<file path="config.mk">
export PLATFORM = sky130hd
export DESIGN_NAME = snake_tick_scheduler
export DESIGN_NICKNAME = d
export VERILOG_FILES = /design/src/rtl/snake_tick_scheduler.sv
export SDC_FILE = /design/constraint.sdc
export NUM_CORES = 1
export LEC_CHECK = 0
export ABC_AREA = 1
export CAP_MARGIN = 5
export CORE_MARGIN = 5
export CORE_UTILIZATION = 50
export CTS_CLUSTER_SIZE = 20
export DETAILED_ROUTE_END_ITERATION = 8
export PLACE_DENSITY = 0.79
export SLEW_MARGIN = 20
export SYNTH_ARGS = -nofsm -noshare
export SYNTH_HDL_FRONTEND = slang
export SYNTH_SLANG_ARGS = --single-unit
</file>
<file path="constraint.sdc">
create_clock -name clk_in -period 2.43 [get_ports clk_in]
set_input_delay 0.729 -clock clk_in [delete_from_list [all_inputs] [get_ports clk_in]]
set_output_delay 0.729 -clock clk_in [all_outputs]
set_load 0.02 [all_outputs]
</file>
<file path="src/rtl/snake_tick_scheduler.sv">
// Game-step scheduler: clock-enable prescaler, speed-level period control and
// step_req/step_ack handshake with run, pause and game-over sequencing.
module snake_tick_scheduler #(
  parameter int PRESCALE        = 100000,
  parameter int BASE_PERIOD     = 250,
  parameter int STEP_DEC        = 20,
  parameter int MIN_PERIOD      = 50,
  parameter int FOODS_PER_LEVEL = 4,
  parameter int MAX_LEVEL       = 10
) (
  input  logic       clk_in,
  input  logic       rst,
  input  logic       start,
  input  logic       pause_btn,
  input  logic       game_over,
  input  logic       food_eaten,
  input  logic       step_ack,
  output logic       step_req,
  output logic [3:0] level,
  output logic [7:0] period,
  output logic [2:0] state,
  output logic       overrun
);

  localparam int PW = (PRESCALE > 1) ? $clog2(PRESCALE) : 1;
  localparam int FW = (FOODS_PER_LEVEL > 1) ? $clog2(FOODS_PER_LEVEL) : 1;

  typedef enum logic [2:0] {
    IDLE     = 3'd0,
    RUN      = 3'd1,
    WAIT_ACK = 3'd2,
    PAUSED   = 3'd3,
    OVER     = 3'd4
  } state_t;

  state_t         state_q, state_d;
  logic [PW-1:0]  presc_q, presc_d;
  logic [7:0]     ms_cnt_q, ms_cnt_d;
  logic [FW-1:0]  food_cnt_q, food_cnt_d;
  logic [3:0]     level_q, level_d;
  logic [7:0]     period_q, period_d;
  logic           step_req_q, step_req_d;
  logic           overrun_q, overrun_d;
  logic           pause_pend_q, pause_pend_d;

  logic           running, tick, elapse, advance;
  logic signed [31:0] period_calc;

  assign running = (state_q == RUN) || (state_q == WAIT_ACK);
  assign tick    = running && (presc_q == PW'(PRESCALE - 1));
  // >= rather than == so a period that shrinks mid-interval still fires
  assign elapse  = tick && (ms_cnt_q >= (period_q - 8'd1));

  always_comb begin
    state_d      = state_q;
    presc_d      = presc_q;
    ms_cnt_d     = ms_cnt_q;
    food_cnt_d   = food_cnt_q;
    level_d      = level_q;
    step_req_d   = step_req_q;
    overrun_d    = overrun_q;
    pause_pend_d = pause_pend_q;
    advance      = 1'b0;

    period_calc = BASE_PERIOD - $signed({28'd0, level_q}) * STEP_DEC;
    period_d    = (period_calc < MIN_PERIOD) ? 8'(MIN_PERIOD) : 8'(period_calc);

    if (game_over && (running || state_q == PAUSED)) begin
      state_d    = OVER;
      step_req_d = 1'b0;
    end else if (start) begin
      state_d      = RUN;
      presc_d      = '0;
      ms_cnt_d     = '0;
      food_cnt_d   = '0;
      level_d      = '0;
      overrun_d    = 1'b0;
      pause_pend_d = 1'b0;
      step_req_d   = 1'b0;
    end else begin
      case (state_q)
        RUN: begin
          if (pause_btn) begin
            state_d = PAUSED;
          end else begin
            advance = 1'b1;
            if (elapse) begin
              state_d    = WAIT_ACK;
              step_req_d = 1'b1;
            end
          end
        end
        WAIT_ACK: begin
          advance = 1'b1;
          if (step_ack) begin
            if (elapse) begin
              step_req_d   = 1'b1;
              pause_pend_d = pause_pend_q | pause_btn;
            end else begin
              step_req_d   = 1'b0;
              state_d      = (pause_pend_q || pause_btn) ? PAUSED : RUN;
              pause_pend_d = 1'b0;
            end
          end else begin
            if (elapse) overrun_d = 1'b1;
            if (pause_btn) pause_pend_d = 1'b1;
          end
        end
        PAUSED: begin
          if (pause_btn) state_d = RUN;
        end
        default: ;
      endcase

      if (advance) begin
        presc_d = tick ? '0 : presc_q + 1'b1;
        if (tick) ms_cnt_d = elapse ? 8'd0 : ms_cnt_q + 8'd1;
      end

      if (running && food_eaten) begin
        if (food_cnt_q == FW'(FOODS_PER_LEVEL - 1)) begin
          food_cnt_d = '0;
          if (level_q < 4'(MAX_LEVEL)) level_d = level_q + 4'd1;
        end else begin
          food_cnt_d = food_cnt_q + 1'b1;
        end
      end
    end
  end

  always_ff @(posedge clk_in) begin
    if (rst) begin
      state_q      <= IDLE;
      presc_q      <= '0;
      ms_cnt_q     <= '0;
      food_cnt_q   <= '0;
      level_q      <= '0;
      period_q     <= 8'(BASE_PERIOD);
      step_req_q   <= 1'b0;
      overrun_q    <= 1'b0;
      pause_pend_q <= 1'b0;
    end else begin
      state_q      <= state_d;
      presc_q      <= presc_d;
      ms_cnt_q     <= ms_cnt_d;
      food_cnt_q   <= food_cnt_d;
      level_q      <= level_d;
      period_q     <= period_d;
      step_req_q   <= step_req_d;
      overrun_q    <= overrun_d;
      pause_pend_q <= pause_pend_d;
    end
  end

  assign step_req = step_req_q;
  assign level    = level_q;
  assign period   = period_q;
  assign state    = state_q;
  assign overrun  = overrun_q;

endmodule
</file>
==> results of run 1 <==
-- power by group through the flow --
stage	logic, mW	clock network [mW]	registers, mW
detailed placement	0.283	0	0.763
floorplan	0.202	0	0.770
global route	0.316	0.696	0.751
CTS	0.285	0.665	0.747
finish	0.283	0.649	0.747
global placement	0.279	0	0.763
-- cell usage in the layout (no fill, tap or decap), types with 2 or more instances in the layout --
master / instances
o21ai_2: 2
xnor2_1: 2
nor2_1: 46
nor3b_2: 3
or2_2: 3
nor3b_1: 2
nor2_4: 4
inv_1: 58
o22ai_1: 2
nand4_1: 13
xor2_1: 3
dfxtp_1: 43
nand3_2: 2
a21oi_1: 22
clkbuf_8: 5
nor3_1: 10
clkdlybuf4s50_1: 21
buf_4: 8
nand2_2: 5
nand3_1: 30
ha_1: 16
nand2_4: 3
conb_1: 2
nand3b_1: 2
o21bai_1: 3
bufinv_16: 2
o21ai_0: 14
inv_2: 4
nand2_1: 80
-- sequential cells by signal, summed over array words and instances, names as in the netlist --
| register | cells |
|---|---|
| pause_pend_q | 1 |
| presc_q | 17 |
| food_cnt_q | 2 |
| ms_cnt_q | 8 |
| step_req | 1 |
| overrun | 1 |
| period | 6 |
| state | 3 |
| level | 4 |
-- per-stage QoR --
step           hold WS, ps  utilization, %  setup WS [ps]
6_report               464            60.8            167
2_1_floorplan          456               -            185
5_1_grt                516            60.8           6.91
4_1_cts                466            60.6            140
3_3_place_gp           441            58.1            137
3_5_place_dp           446            58.1           90.6
-- worst register-to-register path, cell delays in order, from the launching register on --
cell      delay [ps]
dfxtp_1          410
ha_1             270
ha_1             230
fa_1             500
xnor2_2          200
nand3b_1         130
nand3_1          120
or2_2            300
-- layout make-up --
class                   instances  area [µm²]  share of cell area (%)
flip-flops and latches         43         861                    27.2
clock buffers                   6        72.6                    2.29
clock inverters                 2        60.1                    1.90
inverters                      62         233                    7.36
multi-input cells             281        1580                    49.9
repair buffers                 29         270                    8.54
well taps                      70        87.6                    2.77
-- kinds of logic (layout without fill, tap and decap cells) --
group                    after synthesis  after routing
XOR/XNOR                               6              6
AO/OA/AOI/OAI                         49             49
AND/OR/NAND/NOR                      207            207
adder cells (fa/ha/maj)               17             17
buffers and inverters                 70             99
other                                  2              2
flip-flops                            43             43
-- worst max path at each step --
stage | from | end | slack, ps | depth (start not counted)
after floorplan | level[1] | period[4] | 180 | 7
after global placement | pause_btn | presc_q[8] | 140 | 9
after detailed placement | pause_btn | presc_q[8] | 90 | 9
after CTS | level[3] | period[4] | 140 | 7
after global routing | level[3] | period[4] | 7 | 8
final | level[3] | period[4] | 170 | 7
-- metal layers --
metal	vias up	GRT usage (%)	wire [µm]	share of wire [%]
li1	1320	-	-	-
met1	1116	22.3	2580	46
met2	79	27.3	2630	47
met3	10	2.96	339	6.0
met4	0	5.99	93	1.6
met5	-	0	0	0
==> metrics.yaml, run 1 <==
sta:
  finalSetupTns_ps: 0
  clock.fmax_ghz: 0.442
  finalSetupViolations: 0
  fin_crit_ps: 2260
  period_share_pct: 93.1
  skew_ps: 8.25
  timing.slew.headroom_pct: 64.0
  worst_slew_pin_slew_ps: 540
  slew_viol_final: 0
  rsz0062_at_grt: "no"
  final-hold-violation-count: 0
clocking:
  numCtsBuffers: 5
  post_cts_resized: 0
  ctsHoldBuffers: 0
  cts_tree: "done"
  cts_sinks: 43
  clockBufferDepth: 2
  cts.htree.levels: 2
  cts_root_buffer: "clkbuf_8"
  postCtsSetupBuffers: 0
  path_clk_slew_ps: 80
  clk_latency_ps: 290
yosys:
  ys.flop_type: "dfxtp_1"
  syn_area_per_cell_um2: 6.91
  synthTopCellsByCount: "80 x nand2_1, 58 x inv_1, 46 x nor2_1, 43 x dfxtp_1, 30 x nand3_1"
  synthSimpleGateAreaFrac_pct: 37.2
  synthAdderAreaFrac_pct: 8.09
  synth_edf_count: 0
  synth_top_family_by_area: "simple AND/OR/NAND/NOR gates"
  yosysTopAreaCellShare_pct: 31.6
  synthCells: 394
  synthArstFlopShare_pct: 0
  synth_mux_area_share_pct: 0
  synth_largest_area_cell: "dfxtp_1"
  synth_compound_area_share_pct: 10.2
  synth_seq_cells: 43
  ys_top_cells_by_area: "dfxtp_1 32%, nand2_1 11%, inv_1 8.0%"
  ys_types: 40
  syn-cell-area_um2: 2720
  yosys_warnings: 0
  synth.yosys.seq_area_share_pct: 31.6
  synth_xor_area_share_pct: 1.93
  yosysMostFrequentCell: "nand2_1"
  synth_fp_nets: 418
power:
  intPower_mw: 1.24
  p_seq_share_pct: 44.5
  total_power_mw: 1.68
  combPwrFrac_pct: 16.9
  ir_drop_uv: 337
  sw_frac_of_total_pct: 26.2
  power.leakage_nw: 1.39
  p_clk_share_pct: 38.7
  powerDensity_nw_per_um2: 531
  switching_power_mw: 0.441
grt:
  first_global_vias: 2367
  grt-ovfl-total: 0
  antenna_found_initial: 0
  grt_pass1_wl_um: 9980
  grt_usage_pct: 16.8
  grt_max_degree: 14
critical_path:
  crit_fanout: 5
  cp_common_cell: "ha_1"
  crit_path_max_incr_delay_ps: 500
  critPathBufInv: 0
  ff2ff_setup_slack_ps: 170
  cp_slowest_cell: "fa_1"
  r2r-start: "level[3]"
  criticalPathCategory: "flop to flop"
  path_cells: "ha_1, ha_1, fa_1, xnor2_2, nand3b_1, nand3_1, or2_2"
  cp-start-kind: "flop"
  cp-end-kind: "flop"
  reg2regPathDepth: 7
  critPathRequiredTime_ps: 2610
  path_delay_family: "adder cells"
  worstPathArrival_ps: 2440
  r2r_end: "period[4]"
detailed_routing:
  detail-route-antenna-nets: 0
  totalWireLength_um: 5640
  viasPerCell: 5.12
  wire_per_inst_um: 11.4
  drtPass1Iterations: 4
  vias: 2525
  route.detailed.drc: 0
  drt_iter0_drc: 171
placed_design:
  dp.cells: 485
  portBuffers: 21
  place_hpwl_um: 4460
  place_area_um2: 3020
  gp_congestion: 0.908
worst_hold_path:
  hold_path.class: "flop to flop"
  min_path_cells: 2
  hold_path_end: "overrun"
  hold_start: "overrun"
floorplan:
  coreArea_um2: 5200
  ios: 24
  dieArea_um2: 7020
  die_x_um: 83.8
  die_h_um: 83.8
  rows: 26
  start_util_pct: 52.3
finish:
  drive_gt1_share_pct: 10.6
  nNetsFinal: 446
  finalNonFillerCells: 493
  diodes: 0
  n_fill_cell: 487
  area_delta_synth_final_pct: 16.2
  final_area_um2: 3160
flow_run:
  drv_cap: 0
run_status:
  status: "complete, no violations"
(Power assumes the default switching activity.)
==> run 2, diff against run 1 <==
CTS_CLUSTER_DIAMETER = 30   (was default)
==> results of run 2 <==
Same layout as run 1: the final DEF is identical, and so are final timing and power.
